==> src/rtl/sensor_frame_reader_if.sv <==
// Pixel word output channel of sensor_frame_reader: one-deep valid/ready
// handshake. Ports: data/valid/last driven by master, ready by slave.
interface sensor_frame_reader_if #(
    parameter int PIX_BITS = 12
) ();
    logic [PIX_BITS-1:0] data;
    logic                valid;
    logic                ready;
    logic                last;

    modport master (
        output data,
        output valid,
        output last,
        input  ready
    );

    modport slave (
        input  data,
        input  valid,
        input  last,
        output ready
    );
endinterface

==> src/rtl/sensor_frame_reader.sv <==
// Reads one frame of serial pixel data from the x-ray sensor per trigger edge.
// Ports: i_clk, i_rst (sync, active high), i_trig (async level), i_sdata,
// o_pclk (pixel clock), o_busy, o_frame_done, pix (valid/ready word output).
module sensor_frame_reader #(
    parameter int DIV           = 2048,
    parameter int PIX_BITS      = 12,
    parameter int PIX_PER_FRAME = 64
) (
    input  logic                   i_clk,
    input  logic                   i_rst,
    input  logic                   i_trig,
    input  logic                   i_sdata,
    output logic                   o_pclk,
    output logic                   o_busy,
    output logic                   o_frame_done,
    sensor_frame_reader_if.master  pix
);
    localparam int DW = (DIV > 1) ? $clog2(DIV) : 1;
    localparam int BW = $clog2(PIX_BITS);
    localparam int PW = (PIX_PER_FRAME > 1) ? $clog2(PIX_PER_FRAME) : 1;

    localparam logic [DW-1:0] DIV_M1 = DW'(DIV - 1);
    localparam logic [BW-1:0] BIT_M1 = BW'(PIX_BITS - 1);
    localparam logic [PW-1:0] PIX_M1 = PW'(PIX_PER_FRAME - 1);

    typedef enum logic [2:0] {
        S_IDLE,
        S_LOW,
        S_HIGH,
        S_XFER,
        S_DRAIN
    } state_t;

    state_t              r_state;
    logic [DW-1:0]       r_div;
    logic [BW-1:0]       r_bit;
    logic [PW-1:0]       r_pix;
    logic [PIX_BITS-1:0] r_shift;
    logic [PIX_BITS-1:0] r_data;
    logic                r_valid;
    logic                r_last;
    logic                r_pclk;
    logic                r_busy;
    logic                r_done;
    logic                r_sync1;
    logic                r_sync2;
    logic                r_hist;
    logic [1:0]          r_settle;
    logic                r_armed;

    logic w_edge;
    logic w_hs;
    logic w_free;

    // r_armed stays low until the synchronizer has refilled after reset and
    // shown TRIG low, so a level held high across reset cannot start a frame.
    assign w_edge = r_sync2 & ~r_hist & r_armed;
    assign w_hs   = r_valid & pix.ready;
    assign w_free = ~r_valid | pix.ready;

    always_ff @(posedge i_clk) begin
        if (i_rst) begin
            r_state  <= S_IDLE;
            r_div    <= '0;
            r_bit    <= '0;
            r_pix    <= '0;
            r_shift  <= '0;
            r_data   <= '0;
            r_valid  <= 1'b0;
            r_last   <= 1'b0;
            r_pclk   <= 1'b0;
            r_busy   <= 1'b0;
            r_done   <= 1'b0;
            r_sync1  <= 1'b0;
            r_sync2  <= 1'b0;
            r_hist   <= 1'b0;
            r_settle <= 2'b00;
            r_armed  <= 1'b0;
        end else begin
            r_sync1  <= i_trig;
            r_sync2  <= r_sync1;
            r_hist   <= r_sync2;
            r_settle <= {r_settle[0], 1'b1};
            if (r_settle[1] && !r_sync2) begin
                r_armed <= 1'b1;
            end
            r_done <= 1'b0;

            // Accepted word leaves the slot; a load below overrides this.
            if (w_hs) begin
                r_valid <= 1'b0;
                r_last  <= 1'b0;
            end

            case (r_state)
                S_IDLE: begin
                    r_pclk <= 1'b0;
                    if (w_edge) begin
                        r_state <= S_LOW;
                        r_div   <= '0;
                        r_bit   <= '0;
                        r_pix   <= '0;
                        r_busy  <= 1'b1;
                    end
                end
                S_LOW: begin
                    if (r_div == DIV_M1) begin
                        r_div   <= '0;
                        r_shift <= {r_shift[PIX_BITS-2:0], i_sdata};
                        r_pclk  <= 1'b1;
                        r_state <= S_HIGH;
                    end else begin
                        r_div <= r_div + DW'(1);
                    end
                end
                S_HIGH: begin
                    if (r_div == DIV_M1) begin
                        r_div  <= '0;
                        r_pclk <= 1'b0;
                        if (r_bit != BIT_M1) begin
                            r_bit   <= r_bit + BW'(1);
                            r_state <= S_LOW;
                        end else begin
                            r_state <= S_XFER;
                        end
                    end else begin
                        r_div <= r_div + DW'(1);
                    end
                end
                S_XFER: begin
                    if (w_free) begin
                        r_data  <= r_shift;
                        r_valid <= 1'b1;
                        r_last  <= (r_pix == PIX_M1);
                        if (r_pix != PIX_M1) begin
                            r_pix   <= r_pix + PW'(1);
                            r_bit   <= '0;
                            r_state <= S_LOW;
                        end else begin
                            r_state <= S_DRAIN;
                        end
                    end
                end
                S_DRAIN: begin
                    if (w_hs) begin
                        r_done  <= 1'b1;
                        r_busy  <= 1'b0;
                        r_state <= S_IDLE;
                    end
                end
                default: r_state <= S_IDLE;
            endcase
        end
    end

    assign o_pclk       = r_pclk;
    assign o_busy       = r_busy;
    assign o_frame_done = r_done;
    assign pix.data     = r_data;
    assign pix.valid    = r_valid;
    assign pix.last     = r_last;
endmodule

==> src/flat_wrapper.sv <==
// flat-port wrapper written by rule: the top's interface ports become plain ports
module sensor_frame_reader_flat 
#(
    parameter int DIV           = 2048,
    parameter int PIX_BITS      = 12,
    parameter int PIX_PER_FRAME = 64
)
  (i_clk, i_rst, i_trig, i_sdata, o_pclk, o_busy, o_frame_done, pix_data, pix_valid, pix_last, pix_ready);
  sensor_frame_reader_if #(.PIX_BITS(PIX_BITS)) pix_i ();
  input  logic i_clk;
  input  logic i_rst;
  input  logic i_trig;
  input  logic i_sdata;
  output logic o_pclk;
  output logic o_busy;
  output logic o_frame_done;
  output wire logic [$bits(pix_i.data)-1:0] pix_data;
  output wire logic [$bits(pix_i.valid)-1:0] pix_valid;
  output wire logic [$bits(pix_i.last)-1:0] pix_last;
  input wire logic [$bits(pix_i.ready)-1:0] pix_ready;
  assign pix_data = pix_i.data;
  assign pix_valid = pix_i.valid;
  assign pix_last = pix_i.last;
  assign pix_i.ready = pix_ready;
  sensor_frame_reader #(.DIV(DIV), .PIX_BITS(PIX_BITS), .PIX_PER_FRAME(PIX_PER_FRAME)) u_core (.i_clk(i_clk), .i_rst(i_rst), .i_trig(i_trig), .i_sdata(i_sdata), .o_pclk(o_pclk), .o_busy(o_busy), .o_frame_done(o_frame_done), .pix(pix_i));
endmodule
==> config.mk <==
export PLATFORM = sky130hd
export DESIGN_NAME = sensor_frame_reader_flat
export DESIGN_NICKNAME = d
export VERILOG_FILES = /design/src/rtl/sensor_frame_reader_if.sv /design/src/rtl/sensor_frame_reader.sv /design/src/flat_wrapper.sv
export SDC_FILE = /design/constraint.sdc
export NUM_CORES = 1
export LEC_CHECK = 0
export BUFFER_PORTS_ARGS = -buffer_cell sky130_fd_sc_hd__buf_2
export CAP_MARGIN = 20
export CORE_MARGIN = 1
export CORE_UTILIZATION = 58
export CTS_CLUSTER_DIAMETER = 80
export DETAILED_ROUTE_END_ITERATION = 10
export PLACE_DENSITY = 0.78
export SLEW_MARGIN = 20
export SYNTH_ARGS = -nofsm -noshare
export SYNTH_HDL_FRONTEND = slang
export SYNTH_SLANG_ARGS = --single-unit
==> constraint.sdc <==
create_clock -name i_clk -period 1.8 [get_ports i_clk]
set_input_delay 0.09 -clock i_clk [delete_from_list [all_inputs] [get_ports i_clk]]
set_output_delay 0.09 -clock i_clk [all_outputs]
set_load 0.1 [all_outputs]
==> impl_metrics.prom <==
# TYPE chip_impl_metric gauge
chip_impl_info{name="leading_cell_type_by_number_of_instances_after_synthesis",value="dfxtp_1"} 1
chip_impl_metric{name="timing.max_cap.violations",unit=""} 0
chip_impl_metric{name="number_of_synthesized_flops_with_an_enable_pin",unit=""} 0
chip_impl_metric{name="syn_nets",unit=""} 294
chip_impl_metric{name="avgViaCountPerCell",unit=""} 5.760
chip_impl_metric{name="netlist_area",unit="sq um"} 2597
chip_impl_info{name="synthFlopType",value="dfxtp_1"} 1
chip_impl_metric{name="largest_net_degree_at_the_start_of_global_routing",unit=""} 40
chip_impl_info{name="startpoint_to_endpoint_class_of_the_critical_path",value="reg2reg"} 1
chip_impl_metric{name="final.setup_skew",unit="ns"} 0.006513
chip_impl_metric{name="seq_power_share",unit="%"} 46.9
chip_impl_metric{name="floorplan.initialDensity",unit="%"} 62.68
chip_impl_metric{name="cts-buffers-inserted",unit=""} 9
chip_impl_info{name="synth_common_cells",value="59 x dfxtp_1, 35 x nand2_1, 28 x a21oi_1"} 1
chip_impl_info{name="holdCritStartpoint",value="i_rst"} 1
chip_impl_metric{name="ioPinCount",unit=""} 22
chip_impl_metric{name="first_global_vias",unit=""} 1898
chip_impl_metric{name="ctsHtreeMaxLevel",unit=""} 3
chip_impl_metric{name="worstPathArrival",unit="ns"} 1.92
chip_impl_metric{name="synth-seq-cells",unit=""} 59
chip_impl_metric{name="power_switching_share",unit="%"} 23.42
chip_impl_metric{name="drc",unit=""} 0
chip_impl_metric{name="timing_worst_slew_pin_value",unit="ns"} 0.4940
chip_impl_metric{name="detailedRoute.firstIterationViolations",unit=""} 252
chip_impl_metric{name="synth_top_cell_area_share",unit="%"} 45.47
chip_impl_metric{name="drt-wirelength-per-cell",unit="microns"} 14.40
chip_impl_metric{name="first_pass_iters",unit=""} 4
chip_impl_info{name="rsz0062_at_grt",value="false"} 1
chip_impl_metric{name="ant_nets",unit=""} 0
chip_impl_metric{name="total_switching_power",unit="W"} 0.0006785
chip_impl_metric{name="critical_path_required",unit="ns"} 2.01
chip_impl_metric{name="hold-path-cell-count",unit=""} 2
chip_impl_metric{name="yosys_warnings",unit=""} 0
chip_impl_metric{name="clock_power_share",unit="%"} 46.8
chip_impl_metric{name="initial_antenna_violation_count",unit=""} 0
chip_impl_metric{name="totalWireLength",unit="microns"} 5401
chip_impl_metric{name="p_int",unit="W"} 0.002219
chip_impl_info{name="cts_tree",value="built"} 1
chip_impl_info{name="crit_reg_reg_startpoint",value="u_core.r_state[0]$_SDFFE_PP0P_"} 1
chip_impl_metric{name="worst_r2r_path_depth",unit=""} 4
chip_impl_metric{name="global_route_wire_length_before_repair",unit="microns"} 8749
chip_impl_metric{name="power_density",unit="nW/um^2"} 934.0
chip_impl_info{name="run_status",value="finished clean"} 1
chip_impl_metric{name="ys_types",unit=""} 52
chip_impl_metric{name="placement_rows",unit=""} 23
chip_impl_metric{name="dieHeight",unit="microns"} 68.92
chip_impl_metric{name="report.final.slew_viol_count",unit=""} 0
chip_impl_metric{name="final_layout_size_suffix_gt1_share",unit="%"} 21.85
chip_impl_metric{name="global_route.usage.total",unit="%"} 25.67
chip_impl_metric{name="total_of_buffers_placed_on_input_and_output_ports",unit=""} 21
chip_impl_info{name="synth_top_cells_by_area",value="dfxtp_1 45%, a21oi_1 5.4%, mux2i_1 5.4%"} 1
chip_impl_metric{name="share_of_total_power_in_combinational_logic",unit="%"} 6.2
chip_impl_metric{name="chipWidth",unit="microns"} 68.92
chip_impl_metric{name="total_number_of_nets_in_the_final_design",unit=""} 328
chip_impl_metric{name="setup_tns_after_final_layout",unit="ns"} 0
chip_impl_metric{name="leakage_power_total",unit="nW"} 1.155
chip_impl_metric{name="maxSlewHeadroom",unit="%"} 66.22
chip_impl_metric{name="final.period_utilization",unit="%"} 95.06
chip_impl_metric{name="max_freq",unit="GHz"} 0.5844
chip_impl_metric{name="post-layout-total-power",unit="W"} 0.002897
chip_impl_metric{name="finalHoldViolations",unit=""} 0
chip_impl_metric{name="ir_drop",unit="mV"} 0.7453
chip_impl_metric{name="die_area",unit="sq um"} 4750
chip_impl_info{name="setup.worst_path.end_class",value="register"} 1
chip_impl_info{name="worst_hold_path_type",value="in2reg"} 1
chip_impl_info{name="ctsRootBufferMaster",value="clkbuf_8"} 1
chip_impl_metric{name="layout_min_cycle_time",unit="ns"} 1.711
chip_impl_metric{name="gp_congestion",unit=""} 0.8269
chip_impl_metric{name="cts.sink_count",unit=""} 59
chip_impl_metric{name="n_fill_cell",unit=""} 301
chip_impl_metric{name="async_set_reset_flop_share_out_of_synthesis",unit="%"} 0
chip_impl_metric{name="num_vias",unit=""} 2160
chip_impl_metric{name="coreArea",unit="sq um"} 4144
chip_impl_info{name="yosysTopAreaCell",value="dfxtp_1"} 1
chip_impl_metric{name="max-clock-path-buffers",unit=""} 2
chip_impl_metric{name="setup.reg_to_reg.worst_slack",unit="ns"} 0.09
chip_impl_metric{name="finalSetupViolCount",unit=""} 0
chip_impl_metric{name="synthCells",unit=""} 286
chip_impl_info{name="min_to",value="u_core.pix.valid$_SDFF_PP0_"} 1
chip_impl_metric{name="worst_skew_pair.late_latency",unit="ns"} 0.34
chip_impl_metric{name="synthToLayoutAreaGrowth",unit="%"} 19.41
chip_impl_metric{name="post_dp_hpwl",unit="microns"} 3525
chip_impl_metric{name="syn-mean-instance-area",unit="sq um"} 9.082
chip_impl_info{name="worstSetupStartpointType",value="register"} 1
chip_impl_info{name="regToRegEndpoint",value="u_core.r_pix[4]$_SDFFE_PP0P_"} 1
chip_impl_metric{name="clk_transition_reported_paths",unit="ns"} 0.07
chip_impl_metric{name="ys_seq_area_share",unit="%"} 45.47
chip_impl_metric{name="num_antenna_cells",unit=""} 0
chip_impl_metric{name="grt_remaining_overflow",unit=""} 0
chip_impl_metric{name="cp_max_fo",unit=""} 8
[per-layer routing]
layer,routed length [microns],part of all wire (%),global-route usage (%),vias to the layer above
met5,0,0,0,-
met4,81,1.5,14.03,0
met3,235,4.4,7.237,8
met2,2409,45,37.86,60
met1,2675,50,33.54,991
li1,-,-,-,1101
[how the worst max path moves through the flow]
stage / from / endpoint / slack, ns / cells after the start
3_3_place_gp: u_core.r_pix[0]$_SDFFE_PP0P_ / u_core.r_bit[3]$_SDFFE_PP0P_ / 0.05 / 5
3_5_place_dp: u_core.r_div[0]$_SDFFE_PP0P_ / u_core.r_shift[4]$_SDFFE_PP0P_ / 0.02 / 6
2_1_floorplan: u_core.r_div[0]$_SDFFE_PP0P_ / u_core.r_shift[10]$_SDFFE_PP0P_ / 0.17 / 6
6_report: u_core.r_state[0]$_SDFFE_PP0P_ / u_core.r_pix[4]$_SDFFE_PP0P_ / 0.09 / 4
5_1_grt: u_core.r_state[0]$_SDFFE_PP0P_ / u_core.r_pix[4]$_SDFFE_PP0P_ / 0.01 / 4
4_1_cts: u_core.r_div[0]$_SDFFE_PP0P_ / u_core.r_shift[2]$_SDFFE_PP0P_ / 0.005 / 6
[stage by stage]
step,cells,hold slack (ns),setup WS [ns],util (%),area (sq um)
after CTS,374,0.05474,0.005156,73.64,3052
after floorplan,286,0.2132,0.1659,-,2599
final,375,0.07613,0.08894,74.85,3102
after detailed placement,356,0.3235,0.02214,67.69,2805
after global routing,375,0.08312,0.01074,74.85,3102
after global placement,356,0.2962,0.04661,67.69,2805
[placed cells by master (no fill, tap or decap), drive strengths merged, types with 2 or more instances in the layout]
master,netlist,routed
a2111oi,4,4
a211o,2,2
a211oi,7,7
a21o,4,4
a21oi,29,29
a311oi,4,4
a31oi,3,3
and3,2,2
and3b,3,3
buf,8,35
bufinv,0,2
clkbuf,6,10
clkinv,0,2
clkinvlp,0,2
dfxtp,59,59
dlygate4sd3,0,2
ha,3,3
inv,6,6
mux2i,14,14
nand2,35,35
nand2b,3,3
nand3,10,10
nand3b,5,5
nand4,5,5
nor2,29,29
nor2b,4,4
nor3,4,4
o211ai,2,2
o21a,2,2
o21ai,5,5
o221ai,2,2
o31ai,2,2
or2,2,2
or3,4,4
or4,2,2
xnor2,6,6
xor2,2,2
[power by group through the flow]
stage                     registers, W  clock network (W)  logic (W)
after floorplan                0.00138                  0   0.000139
after global placement         0.00138                  0   0.000167
after detailed placement       0.00139                  0   0.000170
after CTS                      0.00136            0.00138   0.000178
after global routing           0.00136            0.00143   0.000199
final                          0.00136            0.00136   0.000180
[worst max-delay path, cell delays in order, from the launching register on]
cell and delay (ns):
dfxtp_1 0.41, or2_2 0.35, or3_1 0.42, o21ai_0 0.24, a311oi_1 0.16
[cells by family (layout without fill, tap and decap cells)]
logic type,count (synthesis),count (layout),synth area share [%]
mux,14,14,5.395
fa+ha+maj,3,3,1.445
buf+inv,20,59,3.612
compound gates,69,69,17.87
flops,59,59,45.47
xor+xnor,8,8,2.698
simple gates,113,113,23.51
[final cells by class]
class / instances / area, sq um / area share [%]
timing repair buffer: 37 / 242.7 / 7.826
multi-input combinational: 207 / 1361 / 43.89
clock buffer: 10 / 137.6 / 4.437
clock inverter: 6 / 88.84 / 2.864
tap: 50 / 62.56 / 2.017
inverter: 6 / 22.52 / 0.7261
sequential: 59 / 1186 / 38.24
[flip-flops by register name (all words and copies together), names as in the netlist, 2 cells and up]
signal and flops:
u_core.r_state 3, u_core.r_settle 2, u_core.r_pix 6, u_core.r_bit 4, u_core.pix.data 12, u_core.r_shift 12
u_core.r_div 11
[timing repair]
item                                    4_1_cts  5_1_grt
endpoints found under the hold margin         2        0
hold buffers                                  2        0
endpoints found under the setup margin        0       37
setup buffers                                 0        1
resized for setup                             0       11
(Power assumes the default switching activity.)
